### config.mk
export PLATFORM = sky130hd
export DESIGN_NAME = clip_record_play_ctrl_flat
export DESIGN_NICKNAME = d
export VERILOG_FILES = /design/src/rtl/clip_record_play_ctrl_if.sv /design/src/rtl/clip_record_play_ctrl.sv /design/src/flat_wrapper.sv
export SDC_FILE = /design/constraint.sdc
export NUM_CORES = 1
export LEC_CHECK = 0
export BUFFER_PORTS_ARGS = -buffer_cell sky130_fd_sc_hd__buf_4
export CORE_MARGIN = 3
export CORE_UTILIZATION = 54
export DETAILED_ROUTE_END_ITERATION = 16
export GPL_TIMING_DRIVEN = 0
export PLACE_DENSITY = 0.73
export SETUP_SLACK_MARGIN = 0.5
export SYNTH_ARGS = -nofsm -noshare
export SYNTH_HDL_FRONTEND = slang
export SYNTH_SLANG_ARGS = --single-unit
### constraint.sdc
create_clock -name clock_i -period 7.1 [get_ports clock_i]
set_input_delay 0 -clock clock_i [delete_from_list [all_inputs] [get_ports clock_i]]
set_output_delay 0 -clock clock_i [all_outputs]
set_load 0.01 [all_outputs]
### src/rtl/clip_record_play_ctrl_if.sv
// ----------------------------------------------------------------------------
// clip_record_play_ctrl_if
// Bundles the control, strobe and BRAM-side signals of the clip record/play
// sequencer.
//   master : drives the buttons, clip selects and sample strobe, observes
//            the enables, address and status.
//   slave  : the sequencer itself.
// Optional Loop input exists only when LOOP_PLAY_EN is defined.
// ----------------------------------------------------------------------------
interface clip_record_play_ctrl_if #(
    parameter int unsigned NUM_CLIPS  = 2,
    parameter int unsigned CLIP_SEL_W = 1,
    parameter int unsigned ADDR_W     = 17
);
    // Control inputs to the sequencer
    logic                  Record;
    logic                  Play;
    logic                  Stop;
    logic [CLIP_SEL_W-1:0] Clip_no_r;
    logic [CLIP_SEL_W-1:0] Clip_no_p;
    logic                  sample_tick;
`ifdef LOOP_PLAY_EN
    logic                  Loop;
`endif

    // Sequencer outputs
    logic                  D_enable;
    logic                  S_enable;
    logic [NUM_CLIPS-1:0]  mem_en;
    logic                  mem_w_enable;
    logic [ADDR_W-1:0]     mem_addr;
    logic [NUM_CLIPS-1:0]  clip_valid;
    logic                  busy;
    logic                  done;

    modport master (
`ifdef LOOP_PLAY_EN
        output Loop,
`endif
        output Record, Play, Stop, Clip_no_r, Clip_no_p, sample_tick,
        input  D_enable, S_enable, mem_en, mem_w_enable, mem_addr,
        input  clip_valid, busy, done
    );

    modport slave (
`ifdef LOOP_PLAY_EN
        input  Loop,
`endif
        input  Record, Play, Stop, Clip_no_r, Clip_no_p, sample_tick,
        output D_enable, S_enable, mem_en, mem_w_enable, mem_addr,
        output clip_valid, busy, done
    );
endinterface

### src/rtl/clip_record_play_ctrl.sv
// ----------------------------------------------------------------------------
// clip_record_play_ctrl
// Record/playback sequencer for NUM_CLIPS clip BRAMs with variable-length
// takes. An internal sample counter advances on each sample_tick; each clip
// keeps its recorded length so playback stops at the last recorded sample.
//
// Ports:
//   clock_i  : system clock
//   Reset_n  : asynchronous active-low reset
//   bus      : clip_record_play_ctrl_if.slave
//              in : Record, Play, Stop, Clip_no_r, Clip_no_p, sample_tick,
//                   Loop (only with LOOP_PLAY_EN)
//              out: D_enable, S_enable, mem_en (one-hot), mem_w_enable,
//                   mem_addr, clip_valid, busy, done
//
// Configuration macro: LOOP_PLAY_EN -- when defined, Loop=1 makes playback
// wrap to address 0 at the end of the clip instead of finishing.
//
// All outputs are registered and change on the same edge as the state.
// ----------------------------------------------------------------------------
module clip_record_play_ctrl #(
    parameter int unsigned NUM_CLIPS  = 2,
    parameter int unsigned CLIP_SEL_W = 1,
    parameter int unsigned ADDR_W     = 17,
    parameter int unsigned CLIP_LEN   = 100000
) (
    input logic                    clock_i,
    input logic                    Reset_n,
    clip_record_play_ctrl_if.slave bus
);

    localparam logic [ADDR_W-1:0] LastAddr = ADDR_W'(CLIP_LEN - 1);
    localparam logic [ADDR_W:0]   FullLen  = (ADDR_W + 1)'(CLIP_LEN);
    localparam logic [ADDR_W:0]   LenOne   = (ADDR_W + 1)'(1);

    typedef enum logic [1:0] {StIdle, StRec, StPlay, StFin} state_e;

    state_e                state_q, state_d;
    logic [CLIP_SEL_W-1:0] act_clip_q, act_clip_d;
    logic [ADDR_W-1:0]     mem_addr_q, mem_addr_d;
    logic [ADDR_W:0]       len_q [NUM_CLIPS];
    logic [ADDR_W:0]       len_d [NUM_CLIPS];
    logic [NUM_CLIPS-1:0]  clip_valid_q, clip_valid_d;

    // Registered outputs
    logic                  d_enable_q, d_enable_d;
    logic                  s_enable_q, s_enable_d;
    logic [NUM_CLIPS-1:0]  mem_en_q, mem_en_d;
    logic                  mem_w_enable_q, mem_w_enable_d;
    logic                  busy_q, busy_d;
    logic                  done_q, done_d;

    // Input qualification
    logic            rec_sel_ok;
    logic            play_sel_ok;
    logic            play_clip_ok;
    logic            loop_en;
    logic [ADDR_W:0] addr_plus1;
    logic [ADDR_W:0] cur_len;
    logic            play_last;

    assign rec_sel_ok   = 32'(bus.Clip_no_r) < NUM_CLIPS;
    assign play_sel_ok  = 32'(bus.Clip_no_p) < NUM_CLIPS;
    assign play_clip_ok = play_sel_ok && clip_valid_q[bus.Clip_no_p];

`ifdef LOOP_PLAY_EN
    assign loop_en = bus.Loop;
`else
    assign loop_en = 1'b0;
`endif

    // One extra bit so a full-length take (CLIP_LEN == 2**ADDR_W) is representable.
    assign addr_plus1 = {1'b0, mem_addr_q} + LenOne;
    assign cur_len    = len_q[act_clip_q];
    assign play_last  = (addr_plus1 == cur_len);

    // ------------------------------------------------------------------
    // State register
    // ------------------------------------------------------------------
    always_ff @(posedge clock_i or negedge Reset_n) begin
        if (!Reset_n) begin
            state_q <= StIdle;
        end else begin
            state_q <= state_d;
        end
    end

    // ------------------------------------------------------------------
    // Next-state and datapath
    // ------------------------------------------------------------------
    always_comb begin
        state_d      = state_q;
        act_clip_d   = act_clip_q;
        mem_addr_d   = mem_addr_q;
        len_d        = len_q;
        clip_valid_d = clip_valid_q;

        case (state_q)
            StIdle: begin
                // Record outranks Play when both are requested.
                if (bus.Record && rec_sel_ok) begin
                    state_d    = StRec;
                    act_clip_d = bus.Clip_no_r;
                    mem_addr_d = '0;
                end else if (bus.Play && play_clip_ok) begin
                    state_d    = StPlay;
                    act_clip_d = bus.Clip_no_p;
                    mem_addr_d = '0;
                end
            end

            StRec: begin
                if (bus.Stop) begin
                    // A tick coinciding with Stop still counts as a recorded sample.
                    state_d    = StFin;
                    mem_addr_d = '0;
                    len_d[act_clip_q] = bus.sample_tick ? addr_plus1 : {1'b0, mem_addr_q};
                end else if (bus.sample_tick) begin
                    if (mem_addr_q == LastAddr) begin
                        state_d           = StFin;
                        mem_addr_d        = '0;
                        len_d[act_clip_q] = FullLen;
                    end else begin
                        mem_addr_d = addr_plus1[ADDR_W-1:0];
                    end
                end
            end

            StPlay: begin
                if (bus.Stop) begin
                    state_d    = StFin;
                    mem_addr_d = '0;
                end else if (bus.sample_tick) begin
                    if (play_last) begin
                        mem_addr_d = '0;
                        if (!loop_en) begin
                            state_d = StFin;
                        end
                    end else begin
                        mem_addr_d = addr_plus1[ADDR_W-1:0];
                    end
                end
            end

            StFin: begin
                state_d    = StIdle;
                mem_addr_d = '0;
            end

            default: begin
                state_d    = StIdle;
                mem_addr_d = '0;
            end
        endcase

        // Validity follows the length written on entry to FIN; an empty take clears the clip.
        if (state_d == StFin && state_q != StFin) begin
            clip_valid_d[act_clip_q] = (len_d[act_clip_q] != '0);
        end
    end

    // ------------------------------------------------------------------
    // Output decode from the next state, so the registered outputs track
    // the state register edge for edge.
    // ------------------------------------------------------------------
    always_comb begin
        d_enable_d     = 1'b0;
        s_enable_d     = 1'b0;
        mem_en_d       = '0;
        mem_w_enable_d = 1'b0;
        done_d         = 1'b0;
        busy_d         = (state_d != StIdle);

        case (state_d)
            StRec: begin
                d_enable_d           = 1'b1;
                mem_w_enable_d       = 1'b1;
                mem_en_d[act_clip_d] = 1'b1;
            end
            StPlay: begin
                d_enable_d           = 1'b1;
                s_enable_d           = 1'b1;
                mem_en_d[act_clip_d] = 1'b1;
            end
            StFin: begin
                done_d = 1'b1;
            end
            default: begin
            end
        endcase
    end

    // ------------------------------------------------------------------
    // Datapath and output registers
    // ------------------------------------------------------------------
    always_ff @(posedge clock_i or negedge Reset_n) begin
        if (!Reset_n) begin
            act_clip_q     <= '0;
            mem_addr_q     <= '0;
            clip_valid_q   <= '0;
            d_enable_q     <= 1'b0;
            s_enable_q     <= 1'b0;
            mem_en_q       <= '0;
            mem_w_enable_q <= 1'b0;
            busy_q         <= 1'b0;
            done_q         <= 1'b0;
            for (int i = 0; i < int'(NUM_CLIPS); i++) begin
                len_q[i] <= '0;
            end
        end else begin
            act_clip_q     <= act_clip_d;
            mem_addr_q     <= mem_addr_d;
            clip_valid_q   <= clip_valid_d;
            d_enable_q     <= d_enable_d;
            s_enable_q     <= s_enable_d;
            mem_en_q       <= mem_en_d;
            mem_w_enable_q <= mem_w_enable_d;
            busy_q         <= busy_d;
            done_q         <= done_d;
            for (int i = 0; i < int'(NUM_CLIPS); i++) begin
                len_q[i] <= len_d[i];
            end
        end
    end

    assign bus.D_enable     = d_enable_q;
    assign bus.S_enable     = s_enable_q;
    assign bus.mem_en       = mem_en_q;
    assign bus.mem_w_enable = mem_w_enable_q;
    assign bus.mem_addr     = mem_addr_q;
    assign bus.clip_valid   = clip_valid_q;
    assign bus.busy         = busy_q;
    assign bus.done         = done_q;

endmodule

### src/flat_wrapper.sv
// flat-port wrapper written by rule: the top's interface ports become plain ports
module clip_record_play_ctrl_flat 
#(
    parameter int unsigned NUM_CLIPS  = 2,
    parameter int unsigned CLIP_SEL_W = 1,
    parameter int unsigned ADDR_W     = 17,
    parameter int unsigned CLIP_LEN   = 100000
)
  (clock_i, Reset_n, bus_Record, bus_Play, bus_Stop, bus_Clip_no_r, bus_Clip_no_p, bus_sample_tick, bus_D_enable, bus_S_enable, bus_mem_en, bus_mem_w_enable, bus_mem_addr, bus_clip_valid, bus_busy, bus_done);
  clip_record_play_ctrl_if #(.NUM_CLIPS(NUM_CLIPS), .CLIP_SEL_W(CLIP_SEL_W), .ADDR_W(ADDR_W)) bus_i ();
  input logic clock_i;
  input logic Reset_n;
  input wire logic [$bits(bus_i.Record)-1:0] bus_Record;
  input wire logic [$bits(bus_i.Play)-1:0] bus_Play;
  input wire logic [$bits(bus_i.Stop)-1:0] bus_Stop;
  input wire logic [$bits(bus_i.Clip_no_r)-1:0] bus_Clip_no_r;
  input wire logic [$bits(bus_i.Clip_no_p)-1:0] bus_Clip_no_p;
  input wire logic [$bits(bus_i.sample_tick)-1:0] bus_sample_tick;
  output wire logic [$bits(bus_i.D_enable)-1:0] bus_D_enable;
  output wire logic [$bits(bus_i.S_enable)-1:0] bus_S_enable;
  output wire logic [$bits(bus_i.mem_en)-1:0] bus_mem_en;
  output wire logic [$bits(bus_i.mem_w_enable)-1:0] bus_mem_w_enable;
  output wire logic [$bits(bus_i.mem_addr)-1:0] bus_mem_addr;
  output wire logic [$bits(bus_i.clip_valid)-1:0] bus_clip_valid;
  output wire logic [$bits(bus_i.busy)-1:0] bus_busy;
  output wire logic [$bits(bus_i.done)-1:0] bus_done;
  assign bus_i.Record = bus_Record;
  assign bus_i.Play = bus_Play;
  assign bus_i.Stop = bus_Stop;
  assign bus_i.Clip_no_r = bus_Clip_no_r;
  assign bus_i.Clip_no_p = bus_Clip_no_p;
  assign bus_i.sample_tick = bus_sample_tick;
  assign bus_D_enable = bus_i.D_enable;
  assign bus_S_enable = bus_i.S_enable;
  assign bus_mem_en = bus_i.mem_en;
  assign bus_mem_w_enable = bus_i.mem_w_enable;
  assign bus_mem_addr = bus_i.mem_addr;
  assign bus_clip_valid = bus_i.clip_valid;
  assign bus_busy = bus_i.busy;
  assign bus_done = bus_i.done;
  clip_record_play_ctrl #(.NUM_CLIPS(NUM_CLIPS), .CLIP_SEL_W(CLIP_SEL_W), .ADDR_W(ADDR_W), .CLIP_LEN(CLIP_LEN)) u_core (.clock_i(clock_i), .Reset_n(Reset_n), .bus(bus_i));
endmodule
==> metrics.txt, run 1 <==
post-route cell area 5040 sq um; Gates resized, CTS repair 0; drt wl/cell 19.9 um; NumNets Final 542; maximum VDD drop 0.000253 V; share of post-route cells with drive strength above 1 0.176; Chip Height 96.6 um; number of global-route vias before repair 3945; post-route setup slack 3110 ps; FF-to-FF path depth 14; area share of and/or/nand/nor cells after synthesis 0.211; RePlAce Congestion 0.951; status complete, no violations; worst skew pair latency 360 ps; final setup fails 0; most instantiated library cell after synthesis dfrtp_1; HPWL Detailed 9280 um; Seq/Total Area, Yosys 0.367; top_reg_cell synth dfrtp_1; setup TNS 0 ps; Vias 3997; top cells by count, synth 65 x dfrtp_1, 47 x nand2_1, 29 x nor2_1; global route overflow 0; largest net degree at the start of global routing 66; clock sink count 65; Core Box Area 7850 sq um; Post-Syn Area 4430 sq um; CP Launch Type flip-flop; area grow syn2layout 13.8%; clk slew on worst S/H paths 80 ps; Pwr Total 1.63 mW; Filler Cells Inserted 691; Hold Path Class in2reg; initial DRC count 271; Port-buffer cells 33; ys async rst share 1.00; Crit. End Element flip-flop; Max Clock Freq 250 MHz; CTS tree built; post-synthesis mux area share 0.0475; final wirelength 12600 um; 1st-pass router iterations 5; first-pass GRT wire length 20600 um; Netlist cell types 64; Ys Warns 0; setup repair bufs after CTS 0; WP data required 7330 ps; DRC Markers 0; Slew @ Worst Pin 919 ps; Synthesized Nets 497; Power Density 323 nW/um^2; max-cap violation count 0; Synth Area in Compound Gates 0.209; initial antenna violation count 0; Core Rows 32; crit-path max FO 10; CTS H-Tree Depth 3; Hold Buf Count CTS 1; Root Buffer clkbuf_8; Mapped Cells 479; crit path DAT 4220 ps; vias per inst 6.33; GRT Util Overall 0.294; XOR/XNOR Fraction of Synth Area 0.0851; largest cells by area after synthesis dfrtp_1 37%, xnor2_1 4.9%, mux2i_1 4.7%; ant diodes 0; crit path time final 3990 ps; Adder-Cell Fraction of Synth Area 0.0283; post-placement setup slack 3270 ps; CTS buffer count 9; die area 9320 sq um; Hold Path Cell Cnt 3; final cycle utilization of the critical path 0.562; final clock skew 7.62 ps; Slew Viols, Final 0; synthesis-stage register bit count 65; cell taking the most area after synthesis dfrtp_1; synthesized area per cell 9.24 sq um; slew margin rel. 0.386; DP Area 4800 sq um; RSZ-0062 raised after global routing no; Leak 2.18 nW; antenna viol nets, final 0; critical path class reg2reg; top cell type's share of synthesized area 0.367; Initial Utilization 0.564; die width 96.6 um; io pins 34; largest family of logic cells by synthesized area simple AND/OR/NAND/NOR gates; Hold Fails Final Rpt 0; number of buffers on the longest clock path 2; Post-synth EDFFs 0
[area by class of cell]
type	count	area, sq um	area share
repair buffers	34	258	0.0511
inverters	10	37.5	0.00745
clock inverters	7	103	0.0204
multi-input cells	368	2570	0.509
flip-flops and latches	65	1630	0.323
clock buffers	9	124	0.0246
well taps	102	128	0.0253
plain buffers	36	196	0.0390
[layer usage]
metal | share of wire | global-route usage
met1 | 0.43 | 0.392
met5 | 0 | 0
met4 | 0.031 | 0.116
met2 | 0.47 | 0.464
met3 | 0.067 | 0.0674
[placed cells by master (no fill, tap or decap), drive strengths merged, types with 3 or more instances in the layout]
cell type  synthesis  layout
buf               22      55
or4                4       4
ha                10      10
a211oi             4       4
xnor2             25      25
and4               4       4
nor4              12      12
a21oi             16      16
o22ai              3       3
or3                9       9
nor2b              6       6
o21a               3       3
nor3              14      14
xor2              18      18
or2                4       4
and3               5       5
nand2b             7       7
clkbuf            14      23
inv               10      12
a21o               6       6
o21ai             35      35
nand3             17      17
nand2             47      47
nor2              29      29
nand4             10      10
a22o               9       9
o31ai              8       8
mux2i             21      21
dfrtp             65      65
o41ai              5       5
clkinv             0       3
a2bb2oi            9       9
[critical path, cell delays in order (launching register included)]
cell	delay, ps
dfrtp_1	510
ha_1	270
clkbuf_1	440
nand3_1	240
nor3_1	390
nor3_1	120
o22ai_1	400
nor4_1	150
a21o_1	220
nand2b_1	160
a221o_1	380
ha_1	270
nor3b_1	170
nor2_1	110
a21oi_1	50
[registers in the layout, indices dropped and copies added, names as in the netlist]
signal and cells:
u_core.bus.S_enable 1, u_core.state_q 2, u_core.bus.D_enable 1, u_core.bus.done 1
u_core.bus.busy 1, u_core.bus.mem_en 2, u_core.act_clip_q 1, u_core.bus.mem_w_enable 1
u_core.bus.clip_valid 2, u_core.len_q 36, u_core.bus.mem_addr 17
[worst paths after layout]
path                                                          from                              endpoint  slack (ps)
worst max-delay path            u_core.bus.mem_addr[1]$_DFFE_PN0P_  u_core.bus.clip_valid[0]$_DFFE_PN0P_        3110
worst min-delay path                                 bus_Clip_no_r           u_core.act_clip_q$_DFF_PN0_         100
worst max register to register  u_core.bus.mem_addr[1]$_DFFE_PN0P_  u_core.bus.clip_valid[0]$_DFFE_PN0P_        3110
worst min register to register          u_core.len_q[20]$_DFF_PN0_            u_core.len_q[20]$_DFF_PN0_         510
max in group asynchronous                                  Reset_n            u_core.len_q[20]$_DFF_PN0_        6260
min in group asynchronous                                  Reset_n    u_core.bus.mem_addr[9]$_DFFE_PN0P_         290
[report_power, final]
part / switching, mW / total (mW) / internal [mW]
clock network: 0.165 / 0.367 / 0.202
registers: 0.0541 / 0.507 / 0.453
logic: 0.450 / 0.756 / 0.306
total: 0.670 / 1.63 / 0.961
[through the flow]
stage	cells	util	hold WS (ps)
after global routing	631	0.642	89.5
after floorplan	479	-	-296
after detailed placement	614	0.612	151
after CTS	631	0.642	86.3
final	631	0.642	101
after global placement	614	0.612	144
[cells by family after synthesis]
family,count (synthesis)
AO/OA/AOI/OAI,119
XOR/XNOR,43
adder cells (fa/ha/maj),10
buffers and inverters,46
flip-flops,65
multiplexers,21
AND/OR/NAND/NOR,175
Note: power is estimated with default switching activity, not from simulation.
==> run 2, diff against run 1 <==
==> constraint.sdc (replaced) <==
create_clock -name clock_i -period 3.7 [get_ports clock_i]
set_input_delay 0 -clock clock_i [delete_from_list [all_inputs] [get_ports clock_i]]
set_output_delay 0 -clock clock_i [all_outputs]
set_load 0.01 [all_outputs]
==> run 2 against run 1 <==
Effect of this change: hold slack gained 0.58 ps; final cell count grew 4.9%; design area grew 11%; maximum frequency grew 22%; first-iteration DRC count grew 41%; via count grew 6.5%; highest routed layer is now met5.
==> metrics.txt, run 2 (synthesis gave the netlist of run 1 again) <==
crit path DAT 3550 ps; clock sink count 65; Hold Path Cell Cnt 3; slew margin rel. 0.355; Placed Cells 614; final clock skew 9.30 ps; drt wl/cell 21.0 um; GRT busiest layer met2; Reg with most FFs u_core.len_q; die area 9320 sq um; commonest non-fill, non-tap cell in the layout buf_4; HPWL Detailed 9280 um; GR Util met2 0.493; Hold Fails Final Rpt 0; Port-buffer cells 33; status complete, no violations; GRT Util Overall 0.305; crit-path max FO 6; crit path time final 3270 ps; DRC Markers 0; final setup fails 0; initial antenna violation count 1; Hold Path Class in2reg; maximum VDD drop 0.000493 V; Slew @ Worst Pin 965 ps; ant diodes 0; vias per inst 6.43; share of post-route cells with drive strength above 1 0.305; io pins 34; number of buffers on the longest clock path 2; Root Buffer clkbuf_8; RePlAce Congestion 0.951; area grow syn2layout 26.8%; Core Rows 32; final std cells w/o fill 662; Leak 2.47 nW; Initial Utilization 0.564; WP data required 3980 ps; antenna viol nets, final 0; CP Launch Type flip-flop; Max Clock Freq 306 MHz; global route overflow 0; final cycle utilization of the critical path 0.884; max FFs per register 36; CTS tree built; Slew Viols, Final 0; FF-to-FF path depth 16; die width 96.6 um; R2R Setup Slk 430 ps; initial DRC count 382; clk slew on worst S/H paths 80 ps; Vias 4257; NumNets Final 573; Power Density 618 nW/um^2; Chip Height 96.6 um; Core Box Area 7850 sq um; Crit. End Element flip-flop; final hold slack 102 ps; critical path class reg2reg; met1 usage 0.399; largest net degree at the start of global routing 66; max-cap violation count 0; 1st-pass router iterations 5; number of global-route vias before repair 4071; met3 usage 0.0713; CTS buffer count 9; first-pass GRT wire length 21300 um; final wirelength 13900 um; RSZ-0062 raised after global routing yes; leading cell types in the layout, fill and taps excluded 66 x buf_4, 63 x dfrtp_1, 45 x nand2_1, 27 x o21ai_0, 27 x nor2_1; CTS H-Tree Depth 3; worst skew pair latency 360 ps
-- run 2: cell types whose count changed in the layout (fill, tap and decap cells not counted), sizes merged --
cell	previous run	this run
buf	55	88
clkbuf	23	21
-- run 2: worst max-delay path, cell delays in order, from the launching register on --
cell	delay (ps)
dfrtp_1	410
buf_6	140
nand3_4	80
or3_1	400
buf_6	150
buf_4	150
nor3_4	130
xor2_1	170
nand4_1	180
nor4_4	230
a21o_1	200
o31a_1	180
o211a_1	220
ha_4	170
nor3b_4	190
nor2_1	60
a21oi_1	110
-- run 2: metal layers --
metal / part of all wire / wire length, um
met2: 0.49 / 6840
met5: 0.0014 / 19
met1: 0.40 / 5630
met3: 0.074 / 1030
met4: 0.029 / 404
-- run 2: timing repair --
action / 4_1_cts / 5_1_grt
setup endpoints to repair: 26 / 7
pin swaps: 5 / 18
buffers inserted: 8 / 23
hold endpoints to repair: 65 / 0
hold buffers: 1 / 0
resized for setup: 37 / 46
-- run 2: report_power, final --
group	total, mW	switching [mW]	internal [mW]	leakage [nW]
Sequential	0.993	0.123	0.869	0.849
Clock	0.712	0.324	0.388	0.116
Combinational	1.76	0.992	0.773	1.50
-- run 2: final cells by class --
type	count	area, sq um
inverters	10	37.5
multi-input cells	368	2830
flip-flops and latches	65	1630
plain buffers	36	264
clock buffers	9	124
repair buffers	65	503
well taps	102	128
fillers	609	2230
clock inverters	7	103
-- run 2: worst paths after layout --
check / startpoint / to
min: bus_Clip_no_r / u_core.act_clip_q$_DFF_PN0_
min reg2reg: u_core.len_q[20]$_DFF_PN0_ / u_core.len_q[20]$_DFF_PN0_
max reg2reg: u_core.bus.mem_addr[0]$_DFFE_PN0P_ / u_core.bus.clip_valid[0]$_DFFE_PN0P_
min in group asynchronous: Reset_n / u_core.bus.mem_addr[9]$_DFFE_PN0P_
max in group asynchronous: Reset_n / u_core.bus.mem_addr[3]$_DFFE_PN0P_
max: u_core.bus.mem_addr[0]$_DFFE_PN0P_ / u_core.bus.clip_valid[0]$_DFFE_PN0P_
-- run 2: per-stage QoR --
stage                     setup TNS (ps)  power (mW)  cell area [sq um]  setup slack [ps]   util
final                                  0        3.47               5620               429  0.716
after global routing                   0        3.66               5620               298  0.716
after CTS                              0        3.21               5250               509  0.669
after detailed placement            -126        2.41               4800              -126  0.612
after global placement             -99.3        2.38               4800             -99.3  0.612
after floorplan                        0        1.99               4430               623      -
